<file path="src/rtl/sudoku_cell_stack.sv">
// Puzzle cell: solved value + candidate mask with a DEPTH-deep snapshot stack for guess/backtrack.
// Latency: every strobe takes effect on the next clk edge; flags are registered from next state (never stale).
// No backpressure: push on full / pop on empty is dropped and sets sticky stack_err.
// Optional: define SUDOKU_CELL_POPCOUNT_READ_EN to read popcount(valid) at address 3.
module sudoku_cell_stack #(
  parameter int SYMBOLS = 9,
  parameter int DEPTH   = 4
) (
  input  logic             clk,
  input  logic             reset,
  input  logic [SYMBOLS:1] wdata,
  output logic [SYMBOLS:1] rdata,
  input  logic [1:0]       address,
  input  logic             we,
  input  logic             latch_singleton,
  input  logic             push,
  input  logic             pop,
  output logic             is_singleton,
  output logic             is_illegal,
  output logic             solved,
  output logic             stack_full,
  output logic             stack_err
);

  localparam int DW = $clog2(DEPTH + 1);
  localparam int AW = (DEPTH > 1) ? $clog2(DEPTH) : 1;
  localparam int PW = $clog2(SYMBOLS + 1);
  localparam int SW = 2 * SYMBOLS;

  // The status word packs {stack_err, depth} into rdata, so it must fit.
  if (SYMBOLS < DW + 1) begin : g_bad_width
    $error("sudoku_cell_stack: SYMBOLS too small to hold {stack_err, depth} in the status read");
  end

  function automatic logic [PW-1:0] popcnt(input logic [SYMBOLS:1] v);
    logic [PW-1:0] c;
    c = '0;
    for (int i = 1; i <= SYMBOLS; i++) begin
      c = c + PW'(v[i]);
    end
    return c;
  endfunction

  logic [SYMBOLS:1] value_q, value_d;
  logic [SYMBOLS:1] valid_q, valid_d;
  logic [DW-1:0]    depth_q, depth_d;
  logic             stack_err_q, stack_err_d;
  logic             is_singleton_q, is_singleton_d;
  logic             is_illegal_q, is_illegal_d;
  logic             solved_q, solved_d;
  logic             stack_full_q, stack_full_d;
  logic [SW-1:0]    stack_q [DEPTH];
  logic             push_ok;
  logic [AW-1:0]    wr_idx;
  logic [AW-1:0]    rd_idx;

  assign wr_idx = AW'(depth_q);
  assign rd_idx = AW'(depth_q - 1'b1);

  // Next-state: pop wins outright; otherwise push may pair with one update, we beating latch.
  always_comb begin
    value_d     = value_q;
    valid_d     = valid_q;
    depth_d     = depth_q;
    stack_err_d = stack_err_q;
    push_ok     = 1'b0;
    if (pop) begin
      if (depth_q != '0) begin
        {value_d, valid_d} = stack_q[rd_idx];
        depth_d            = depth_q - 1'b1;
      end else begin
        stack_err_d = 1'b1;
      end
    end else begin
      if (push) begin
        if (depth_q < DW'(DEPTH)) begin
          push_ok = 1'b1;
          depth_d = depth_q + 1'b1;
        end else begin
          stack_err_d = 1'b1;
        end
      end
      if (we) begin
        case (address)
          2'd0: begin
            value_d = wdata;
            valid_d = (wdata == '0) ? '1 : '0;
          end
          2'd1: begin
            valid_d = (value_q == '0) ? (valid_q & wdata) : '0;
          end
          default: ;
        endcase
      end else if (latch_singleton && is_singleton_q && (value_q == '0)) begin
        value_d = valid_q;
        valid_d = '0;
      end
    end
  end

  // Flags derive from next-state so they move on the same edge as the state they describe.
  always_comb begin
    is_singleton_d = (popcnt(valid_d) == PW'(1));
    is_illegal_d   = (value_d == '0) && (valid_d == '0);
    solved_d       = (value_d != '0);
    stack_full_d   = (depth_d == DW'(DEPTH));
  end

  // Cell state and flags; reset overrides every strobe.
  always_ff @(posedge clk) begin
    if (!reset) begin
      value_q        <= '0;
      valid_q        <= '1;
      depth_q        <= '0;
      stack_err_q    <= 1'b0;
      is_singleton_q <= (SYMBOLS == 1);
      is_illegal_q   <= 1'b0;
      solved_q       <= 1'b0;
      stack_full_q   <= 1'b0;
    end else begin
      value_q        <= value_d;
      valid_q        <= valid_d;
      depth_q        <= depth_d;
      stack_err_q    <= stack_err_d;
      is_singleton_q <= is_singleton_d;
      is_illegal_q   <= is_illegal_d;
      solved_q       <= solved_d;
      stack_full_q   <= stack_full_d;
    end
  end

  // Snapshot storage holds pre-edge state; contents are meaningless above depth, so no reset.
  always_ff @(posedge clk) begin
    if (reset && push_ok) begin
      stack_q[wr_idx] <= {value_q, valid_q};
    end
  end

  assign is_singleton = is_singleton_q;
  assign is_illegal   = is_illegal_q;
  assign solved       = solved_q;
  assign stack_full   = stack_full_q;
  assign stack_err    = stack_err_q;

`ifdef SUDOKU_CELL_POPCOUNT_READ_EN
  logic [SYMBOLS:1] aux_rd;
  assign aux_rd = SYMBOLS'(popcnt(valid_q));
`else
  logic [SYMBOLS:1] aux_rd;
  assign aux_rd = '0;
`endif

  // Register read mux; status zero-pads {stack_err, depth} into the low bits.
  always_comb begin
    rdata = '0;
    case (address)
      2'd0:    rdata = value_q;
      2'd1:    rdata = valid_q;
      2'd2:    rdata = SYMBOLS'({stack_err_q, depth_q});
      default: rdata = aux_rd;
    endcase
  end

endmodule

</file>
<file path="config.mk">
export PLATFORM = sky130hd
export DESIGN_NAME = sudoku_cell_stack
export DESIGN_NICKNAME = d
export VERILOG_FILES = /design/src/rtl/sudoku_cell_stack.sv
export SDC_FILE = /design/constraint.sdc
export NUM_CORES = 1
export LEC_CHECK = 0
export CAP_MARGIN = 15
export CORE_MARGIN = 8
export CORE_UTILIZATION = 35
export CTS_BUF_LIST = sky130_fd_sc_hd__clkbuf_8 sky130_fd_sc_hd__clkbuf_16
export DETAILED_ROUTE_END_ITERATION = 16
export GPL_TIMING_DRIVEN = 0
export PLACE_DENSITY = 0.56
export SLEW_MARGIN = 20
export SYNTH_ARGS = -nofsm -noshare
export SYNTH_HDL_FRONTEND = slang
export SYNTH_SLANG_ARGS = --single-unit
export TNS_END_PERCENT = 50
</file>
<file path="constraint.sdc">
create_clock -name clk -period 9.63 [get_ports clk]
set_input_delay 1.926 -clock clk [delete_from_list [all_inputs] [get_ports clk]]
set_output_delay 1.926 -clock clk [all_outputs]
set_load 0.01 [all_outputs]
</file>
==> results.yml <==
outcome:
  outcome: "completed"
yosys:
  yosys_most_used_dff: "edfxtp_1"
  syn_area_sq_um: 4840
  synth_fp_nets: 430
  synthCells: 399
  ys_ff_latch: 98
  synthArstFlopShare_pct: 0
  syn_avg_cell_area_sq_um: 12.1
  ys_seq_area_share_pct: 55.4
  synth_enable_flop_cells: 72
  yosysWarningCount: 0
  synthDistinctLibCells: 56
final_layout:
  layout-drive-gt1-share_pct: 12.2
  n_antenna_cell: 0
  final_nets: 469
  syn2layout_area_growth_pct: 17.1
place:
  dp_hpwl_mm: 9.62
  portBuffers: 28
  gp_congestion: 0.947
setup_path:
  critPathMaxFanout: 10
  arrival_ns: 7.29
  end_kind: "flip-flop"
  critPathLaunchType: "flip-flop"
  r2r_slack_ns: 2.58
  worstSetupPathType: "flip-flop to flip-flop"
  required_ns: 9.87
floorplanning:
  chipHeight_um: 134
  dieArea_sq_um: 17900
  io_pins: 31
  die_width_um: 134
  core_sq_um: 13700
  row_count: 43
  initial_utilization_pct: 35.3
sta:
  fmax_ghz: 0.142
  rsz0062_at_grt: "no"
  maxSlewHeadroom_pct: 26.1
  final.setup.tns_ns: 0
  drv_slew: 0
  finalSetupViolations: 0
  fin_crit_sh_pct: 73.2
  hold_viol_final: 0
  worst_clock_skew_ns: 0.00469
  worst_pin_slew_ns: 1.11
  period_minus_slack_ns: 7.05
clock_tree:
  post_cts_resized: 0
  cts.path.max_buffers: 2
  clock_latency_ns: 0.34
  cts_buffers: 9
  cts.sinks: 98
  cts_tree: "yes"
  cts-root-buf: "clkbuf_16"
  clk_pin_slew_ns: 0.07
  ctsHoldBuffers: 0
  cts_max_level: 3
  cts_setup_buffers: 0
route:
  via_count: 3464
  via_per_inst: 5.56
  drtIter0Drc: 326
  avgRoutedWirePerCell_um: 22.1
  ant_nets: 0
  first_pass_iters: 5
  drt-total-wl_mm: 13.8
  drc: 0
pwr:
  p_sw_uw: 479
  finalPower_mw: 1.41
  pwr-share-seq_pct: 39.0
  pwr_density_cell_nw_per_um2: 249
  peakVddDrop_uv: 85.6
  pwr-share-comb_pct: 34.5
  intPower_uw: 935
  clkPwrFrac_pct: 26.6
  p_leak_nw: 2.03
  netSwitchingFraction_pct: 33.9
global_route:
  grt_max_degree: 19
  grt_pass1_vias: 3482
  track_usage_pct: 15.8
  grt_pass1_wl_mm: 21.2
  grt_antenna_before_repair: 0
  grt_overflow: 0
hold_path:
  hp-class: "flip-flop to flip-flop"
flow_run:
  cap_violations: 0
==> layout by cell type (no fill, tap or decap), types with 13 or more instances in the layout <==
cell type / instances
edfxtp_1: 72
nand2_1: 51
clkdlybuf4s50_1: 28
dfxtp_1: 26
nor2_1: 22
inv_1: 22
mux4_2: 17
a21oi_1: 17
mux2i_1: 16
o21ai_0: 16
clkbuf_1: 13
==> sequential cells by signal, indices dropped and copies added (netlist names) <==
| register | count |
|---|---|
| depth_q | 3 |
| stack_err | 1 |
| stack_q | 72 |
| is_illegal | 1 |
| valid_q | 9 |
| solved | 1 |
| is_singleton | 1 |
| stack_full | 1 |
| value_q | 9 |
==> final timing paths <==
path,from,end,cells after the start
worst max register to register,depth_q[0]$_SDFF_PN0_,is_singleton$_SDFF_PN0_,22
worst min-delay path,value_q[9]$_SDFF_PN0_,stack_q[3][17]$_DFFE_PP_,0
worst max-delay path,depth_q[0]$_SDFF_PN0_,is_singleton$_SDFF_PN0_,22
worst min register to register,value_q[9]$_SDFF_PN0_,stack_q[3][17]$_DFFE_PP_,0
==> cell usage after synthesis, types with 3 or more instances <==
master	n	share of area, %
mux2i_1	16	3.3
edfxtp_1	72	45
inv_1	20	1.6
nor3_1	11	1.1
or3_1	3	0.39
buf_2	5	0.52
nand4_1	6	0.78
nand2b_1	3	0.39
fa_1	5	2.1
nand2_1	51	4.0
mux2_2	4	0.93
o41a_1	3	0.70
ha_1	9	2.3
clkbuf_1	13	1.0
a211oi_1	4	0.62
a21boi_0	4	0.62
mux4_2	17	7.9
and2_1	3	0.39
o21ai_0	16	1.7
and3_1	7	0.90
dfxtp_1	26	11
nor4_1	4	0.52
nand3_1	8	0.83
nor2b_1	6	0.78
o211ai_1	3	0.47
nor4_2	3	0.78
nor2_1	22	1.7
a21oi_1	17	1.8
buf_1	3	0.23
==> per-stage QoR <==
stage / utilization, % / instances / hold slack, ns / area (sq um) / worst slack [ns]
2_1_floorplan: - / 399 / 0.498 / 4840 / 4.04
3_3_place_gp: 39.0 / 607 / 0.559 / 5350 / 2.63
3_5_place_dp: 39.0 / 607 / 0.562 / 5350 / 2.55
4_1_cts: 41.3 / 623 / 0.573 / 5670 / 2.46
5_1_grt: 41.3 / 623 / 0.594 / 5670 / 2.03
6_report: 41.3 / 623 / 0.575 / 5670 / 2.58
==> cell families after synthesis <==
family,after synthesis,share of synthesized area (%)
AOI/OAI and AO/OA,67,9.41
adders and majority gates,14,4.39
buffers and inverters,43,3.70
DFF,98,55.4
muxes,37,12.1
and+or+nand+nor,140,15.0
==> metal layers <==
layer	wire, um	GRT usage [%]	vias up
met2	6340	24.7	127
met3	803	2.75	28
li1	-	-	1575
met4	342	6.36	0
met1	6280	21.2	1734
met5	0	0	-
==> power groups by stage <==
stage | clock network, mW | logic [mW] | registers (mW)
after CTS | 0.381 | 0.494 | 0.549
after detailed placement | 0 | 0.486 | 0.558
after global placement | 0 | 0.476 | 0.556
after global routing | 0.398 | 0.549 | 0.555
after floorplan | 0 | 0.346 | 0.537
final | 0.376 | 0.488 | 0.551
==> critical path: stages (launching register included) <==
cell and delay [ns]:
dfxtp_1 0.43, buf_2 0.27, buf_2 0.41, buf_2 0.36
inv_1 0.13, ha_1 0.41, buf_1 0.67, clkbuf_1 0.60
mux4_2 0.42, nand2_1 0.08, a21oi_1 0.07, a21oi_1 0.34
inv_1 0.12, fa_1 0.57, inv_1 0.05, fa_1 0.44
fa_1 0.50, inv_1 0.05, fa_1 0.38, inv_1 0.08
fa_1 0.41, nand3_1 0.10, a21oi_1 0.05
==> final cells by class <==
type                    count  area, sq um
inverters                  20         75.1
plain buffers              23          104
clock inverters             7         87.6
flip-flops and latches     98         2680
clock buffers               9          225
multi-input cells         258         1990
repair buffers             28          280
well taps                 180          225
fillers                  1327         8050
No activity file was read; power rests on OpenSTA's default activity.
